[config.mk]
export PLATFORM = sky130hd
export DESIGN_NAME = calc_display_ctrl
export DESIGN_NICKNAME = d
export VERILOG_FILES = /design/src/rtl/calc_display_ctrl.sv
export SDC_FILE = /design/constraint.sdc
export NUM_CORES = 1
export LEC_CHECK = 0
export ABC_AREA = 0
export BUFFER_PORTS_ARGS = -buffer_cell sky130_fd_sc_hd__buf_2
export CAP_MARGIN = 20
export CORE_MARGIN = 3
export CORE_UTILIZATION = 30
export CTS_BUF_LIST = sky130_fd_sc_hd__clkbuf_2 sky130_fd_sc_hd__clkbuf_4 sky130_fd_sc_hd__clkbuf_8
export CTS_CLUSTER_SIZE = 40
export DETAILED_ROUTE_END_ITERATION = 6
export GPL_ROUTABILITY_DRIVEN = 0
export PLACE_DENSITY = 0.51
export REMOVE_ABC_BUFFERS = 1
export SLEW_MARGIN = 15
export SYNTH_ARGS = -nofsm -noshare
export SYNTH_HDL_FRONTEND = slang
export SYNTH_SLANG_ARGS = --single-unit
[constraint.sdc]
create_clock -name clock -period 8.3 [get_ports clock]
set_input_delay 2.075 -clock clock [delete_from_list [all_inputs] [get_ports clock]]
set_output_delay 2.075 -clock clock [all_outputs]
set_load 0.05 [all_outputs]
[src/rtl/calc_display_ctrl.sv]
// N-digit BCD calculator display controller: digit entry, sign and 7-segment drive.
// Optional cursor blink is enabled with `define CURSOR_BLINK_EN.
module calc_display_ctrl #(
  parameter int N_DIGITS  = 8,
  parameter int PW        = 5,
  parameter int BLINK_DIV = 25000000
) (
  input  logic                            clock,
  input  logic                            reset,
  input  logic                            cmd_valid,
  input  logic [2:0]                      cmd_op,
  input  logic [3:0]                      cmd_dig,
  input  logic [PW-1:0]                   cmd_pos,
  output logic [7*N_DIGITS-1:0]           seg,
  output logic [$clog2(N_DIGITS+1)-1:0]   digit_count,
  output logic                            negative,
  output logic                            full,
  output logic                            err
);

  localparam int CW = $clog2(N_DIGITS + 1);
  localparam logic [CW-1:0] CNT_MAX = CW'(N_DIGITS);
  localparam logic [CW-1:0] CNT_TOP = CW'(N_DIGITS - 1);
  localparam logic [PW-1:0] POS_MAX = PW'(N_DIGITS);

  typedef enum logic [2:0] {
    OP_NOP    = 3'd0,
    OP_WRITE  = 3'd1,
    OP_SHIFT  = 3'd2,
    OP_BACK   = 3'd3,
    OP_CLEAR  = 3'd4,
    OP_NEGATE = 3'd5
  } cmd_op_e;

  function automatic logic [6:0] seg7(input logic [3:0] d);
    case (d)
      4'd0:    seg7 = 7'b1111110;
      4'd1:    seg7 = 7'b0110000;
      4'd2:    seg7 = 7'b1101101;
      4'd3:    seg7 = 7'b1111001;
      4'd4:    seg7 = 7'b0110011;
      4'd5:    seg7 = 7'b1011011;
      4'd6:    seg7 = 7'b1011111;
      4'd7:    seg7 = 7'b1110000;
      4'd8:    seg7 = 7'b1111111;
      4'd9:    seg7 = 7'b1111011;
      default: seg7 = 7'b0000000;
    endcase
  endfunction

  logic [3:0]            r_dig [N_DIGITS];
  logic [CW-1:0]         r_count;
  logic                  r_neg;
  logic                  r_err;
  logic                  r_full;
  logic [7*N_DIGITS-1:0] r_seg;

  logic [3:0]            w_dig [N_DIGITS];
  logic [CW-1:0]         w_count;
  logic                  w_neg;
  logic                  w_reject;
  logic [CW-1:0]         w_k;
  logic [CW-1:0]         w_cur;
  logic                  w_cursor_on;
  logic [7*N_DIGITS-1:0] w_seg;

  // Command decode: next digit file, count and sign; rejected commands keep state.
  always_comb begin
    w_dig    = r_dig;
    w_count  = r_count;
    w_neg    = r_neg;
    w_reject = 1'b0;
    if (cmd_valid) begin
      case (cmd_op)
        OP_NOP: begin
          w_reject = 1'b0;
        end
        OP_WRITE: begin
          if (cmd_pos == {PW{1'b0}} || cmd_pos > POS_MAX || cmd_dig > 4'd9 ||
              (r_neg && cmd_pos == POS_MAX)) begin
            w_reject = 1'b1;
          end else begin
            for (int i = 0; i < N_DIGITS; i++)
              w_dig[i] = (cmd_pos == PW'(i + 1)) ? cmd_dig : r_dig[i];
            w_count = (CW'(cmd_pos) > r_count) ? CW'(cmd_pos) : r_count;
          end
        end
        OP_SHIFT: begin
          if (cmd_dig > 4'd9 || r_count == CNT_MAX || (r_neg && r_count == CNT_TOP)) begin
            w_reject = 1'b1;
          end else if (r_count == {CW{1'b0}} && cmd_dig == 4'd0) begin
            w_dig[0] = 4'd0;
          end else begin
            for (int i = 1; i < N_DIGITS; i++) w_dig[i] = r_dig[i-1];
            w_dig[0] = cmd_dig;
            w_count  = r_count + CW'(1);
          end
        end
        OP_BACK: begin
          for (int i = 0; i < N_DIGITS - 1; i++) w_dig[i] = r_dig[i+1];
          w_dig[N_DIGITS-1] = 4'd0;
          if (r_count == {CW{1'b0}}) begin
            w_neg = 1'b0;
          end else begin
            w_count = r_count - CW'(1);
            w_neg   = (r_count == CW'(1)) ? 1'b0 : r_neg;
          end
        end
        OP_CLEAR: begin
          for (int i = 0; i < N_DIGITS; i++) w_dig[i] = 4'd0;
          w_count = {CW{1'b0}};
          w_neg   = 1'b0;
        end
        OP_NEGATE: begin
          if (r_count == CNT_MAX || (r_count == {CW{1'b0}} && r_dig[0] == 4'd0)) begin
            w_reject = 1'b1;
          end else begin
            w_neg = ~r_neg;
          end
        end
        default: begin
          w_reject = 1'b1;
        end
      endcase
    end else begin
      w_reject = 1'b0;
    end
  end

  assign w_k   = (r_count == {CW{1'b0}}) ? CW'(1) : r_count;
  assign w_cur = r_count + CW'(r_neg);

`ifdef CURSOR_BLINK_EN
  localparam int BW = (BLINK_DIV > 1) ? $clog2(BLINK_DIV) : 1;
  logic [BW-1:0] r_blink_cnt;
  logic          r_phase;

  // Free-running cursor phase generator; only reset returns it to phase 0.
  always_ff @(posedge clock) begin
    if (reset) begin
      r_blink_cnt <= {BW{1'b0}};
      r_phase     <= 1'b0;
    end else if (r_blink_cnt == BW'(BLINK_DIV - 1)) begin
      r_blink_cnt <= {BW{1'b0}};
      r_phase     <= ~r_phase;
    end else begin
      r_blink_cnt <= r_blink_cnt + BW'(1);
    end
  end

  assign w_cursor_on = r_phase && (r_count != {CW{1'b0}}) && (w_cur < CNT_MAX);
`else
  assign w_cursor_on = 1'b0;
`endif

  // Display mapping from current state: digits, sign above them, optional cursor.
  always_comb begin
    w_seg = {7*N_DIGITS{1'b0}};
    for (int i = 0; i < N_DIGITS; i++) begin
      if (CW'(i) < w_k) begin
        w_seg[7*i +: 7] = seg7(r_dig[i]);
      end else if (r_neg && CW'(i) == w_k) begin
        w_seg[7*i +: 7] = 7'b0000001;
      end else if (w_cursor_on && CW'(i) == w_cur) begin
        w_seg[7*i +: 7] = 7'b0001000;
      end else begin
        w_seg[7*i +: 7] = 7'b0000000;
      end
    end
  end

  // State, status flags and segment register.
  always_ff @(posedge clock) begin
    if (reset) begin
      for (int i = 0; i < N_DIGITS; i++) r_dig[i] <= 4'd0;
      r_count <= {CW{1'b0}};
      r_neg   <= 1'b0;
      r_err   <= 1'b0;
      r_full  <= 1'b0;
      r_seg   <= {{(7*(N_DIGITS-1)){1'b0}}, 7'b1111110};
    end else begin
      r_dig   <= w_dig;
      r_count <= w_count;
      r_neg   <= w_neg;
      r_err   <= w_reject;
      r_full  <= (w_count == CNT_MAX);
      r_seg   <= w_seg;
    end
  end

  assign seg         = r_seg;
  assign digit_count = r_count;
  assign negative    = r_neg;
  assign full        = r_full;
  assign err         = r_err;

endmodule

==> impl_metrics.csv <==
group,metric,value,unit
clocking,htreeDepth,4,
clocking,numCtsBuffers,17,
sta,fmax,0.192,GHz
sta,hold_slack,0.430,ns
run_status,status,"finished, final reports clean",
setup_path,critical-path-top-delay-family,"simple AND/OR/NAND/NOR gates",
min_path,hold_path.class,"reg2reg",
setup_path,arrival,5.53,ns
synthesis,ys_seq_area_share,38.0,%
synthesis,yosys.area_share.adder,9.41,%
drt,drtIter0Drc,433,
clocking,clk_pin_slew,0.08,ns
setup_path,reg2reg_slack,4.34,ns
global_route,grt_max_degree,67,
die,die_w,165,um
sta,slew_viol_final,0,
finish,syn_to_final_growth,14.2,%
setup_path,cp_num_buf_inv,2,
place,dp_hpwl,15200,um
synthesis,synth-xor-area-share,1.73,%
synthesis,synthSimpleGateAreaFrac,21.8,%
synthesis,synth.area.mux_share,7.10,%
power,leakagePower,3.87,nW
sta,rsz0062_at_grt,"false",
setup_path,worstPathCellList,"buf_2 > nor3b_1 > o21ai_1 > nand2_1 > or3_1 > nand2_1 > a21oi_1 > inv_1 > ha_1 > nor2_1 > or3_1",
sta,layout_min_cycle_time,5.21,ns
setup_path,slowest_delay,0.72,ns
clocking,clock-sinks,144,
sta,skew,0.0271,ns
clocking,cts_setup_buffers,0,
global_route,grt_pass1_wl,32600,um
clocking,holdBufCountCts,0,
sta,slew_headroom,35.6,%
global_route,grt_use_total,15.4,%
synthesis,synth_cell_types,65,
drt,first_pass_iters,5,
drt,wirelength,20700,um
sta,hold_viol_final,0,
finish,final_nets,1005,
synthesis,synth_edf_count,0,
setup_path,start_kind,"primary input",
synthesis,synth_common_cells,"dfxtp_1, inv_1, nor2_1, nand2_1, ha_1",
clocking,cts_tree,"done",
synthesis,yosysMostFrequentCell,"dfxtp_1",
global_route,gr-total-overflow,0,
setup_path,critPathSlowestCell,"nor3b_1",
finish,final_core_util,35.2,%
global_route,grt_pass1_vias,5945,
die,die_h,165,um
clocking,cts_resized,0,
synthesis,synth_top_cell_by_area,"dfxtp_1",
sta,tightest_slew,0.966,ns
synthesis,syn_area,7580,sq um
synthesis,synth_warnings,0,
die,coreArea,24600,sq um
die,initial_core_util,30.8,%
place,place_area,8250,sq um
power,powerDensity,183,nW/um^2
setup_path,critPathKind,"in2reg",
synthesis,synth_ff_type,"dfxtp_1",
synthesis,ys_seq_elements,144,
die,dieArea,27200,sq um
finish,instances_no_fill,1271,
power,ir_drop,0.0987,mV
clocking,clock-root-buffer,"clkbuf_8",
synthesis,ys_top_cells_by_area,"dfxtp_1, ha_1, mux2i_1",
finish,postLayoutCellArea,8660,sq um
place,numPortBuffers,77,
drt,vias_per_cell,5.03,
place,dp.cells,1238,
synthesis,synthArstFlopShare,0,%
synthesis,synth_top_family_by_area,"simple AND/OR/NAND/NOR gates",
sta,setup_tns,0,ns
global_route,antenna_found_initial,0,
synthesis,yosysTopAreaCellShare,38.0,%
setup_path,critPathCaptureType,"register",
synthesis,synth-compound-area-share,16.6,%
clocking,clk_path_buf_depth,2,
sta,setup_viol,0,
setup_path,cp_max_fo,44,
setup_path,required,8.63,ns
drt,post_drt_wl_per_cell,16.3,um
die,floorplan.rows,57,
drt,drc,0,
sta,min_period_over_period,62.7,%
synthesis,synth_cells,868,
finish,drive_gt1_share,14.9,%
die,ios,78,
flow_run,maxCapViolations,0,
synthesis,post_synth.cell_area_avg,8.73,sq um
clocking,clock_latency,0.46,ns
drt,drtAntennaViolNets,0,
drt,via_count,6390,
## metal layers
layer / vias to the layer above / wire [um] / track usage (%)
li1: 3179 / - / -
met1: 3023 / 9770 / 20.8
met2: 166 / 9540 / 24.1
met3: 22 / 960 / 3.11
met4: 0 / 397 / 5.64
met5: - / 0 / 0
## final cells by class
| cell class | instances | area, sq um |
|---|---|---|
| fill | 2555 | 15900 |
| multi-input combinational | 623 | 4300 |
| sequential | 144 | 2880 |
| timing repair buffer | 82 | 423 |
| tap | 324 | 405 |
| clock buffer | 20 | 269 |
| inverter | 65 | 244 |
| clock inverter | 12 | 133 |
| antenna | 1 | 2.50 |
## cells in the final DEF, fill, tap and decap left out, types with 12 or more instances in the layout
cell type | synthesis | routed
dfxtp_1 | 144 | 144
buf_2 | 10 | 77
inv_1 | 65 | 65
nor2_1 | 64 | 64
nand2_1 | 58 | 58
ha_1 | 57 | 57
a21oi_1 | 55 | 55
mux2i_1 | 47 | 47
and2_1 | 45 | 45
o21ai_0 | 40 | 40
nor2b_1 | 22 | 22
nand3_1 | 20 | 20
clkbuf_8 | 0 | 19
nor3_1 | 16 | 16
nand3b_1 | 16 | 16
o22ai_1 | 14 | 14
and3_1 | 12 | 12
## path summary, 6_finish.rpt
kind | from | cells after the start | to
worst max register to register | digit_count[1] | 12 | register
worst min-delay path | register | 1 | seg[12]
worst max-delay path | cmd_op[0] | 11 | register
worst min register to register | register | 1 | seg[12]
## power breakdown
group	total [mW]	switching (mW)	internal, mW	leakage, nW
clock network	0.574	0.287	0.287	0.199
registers	0.755	0.0241	0.731	1.17
logic	0.252	0.162	0.0903	2.50
## per-stage QoR
step	power [mW]	worst slack [ns]
detailed placement	1.02	2.67
finish	1.58	3.09
CTS	1.60	3.16
global placement	1.02	2.74
floorplan	0.940	3.52
global route	1.66	2.73
## logic make-up (layout without fill, tap and decap cells)
logic type      after synthesis  after routing
flops                       144            144
simple gates                308            308
xor+xnor                     15             15
other cells                   0              1
compound gates              192            192
mux                          51             51
fa+ha+maj                    57             57
buf+inv                     101            179
(Power assumes the default switching activity.)
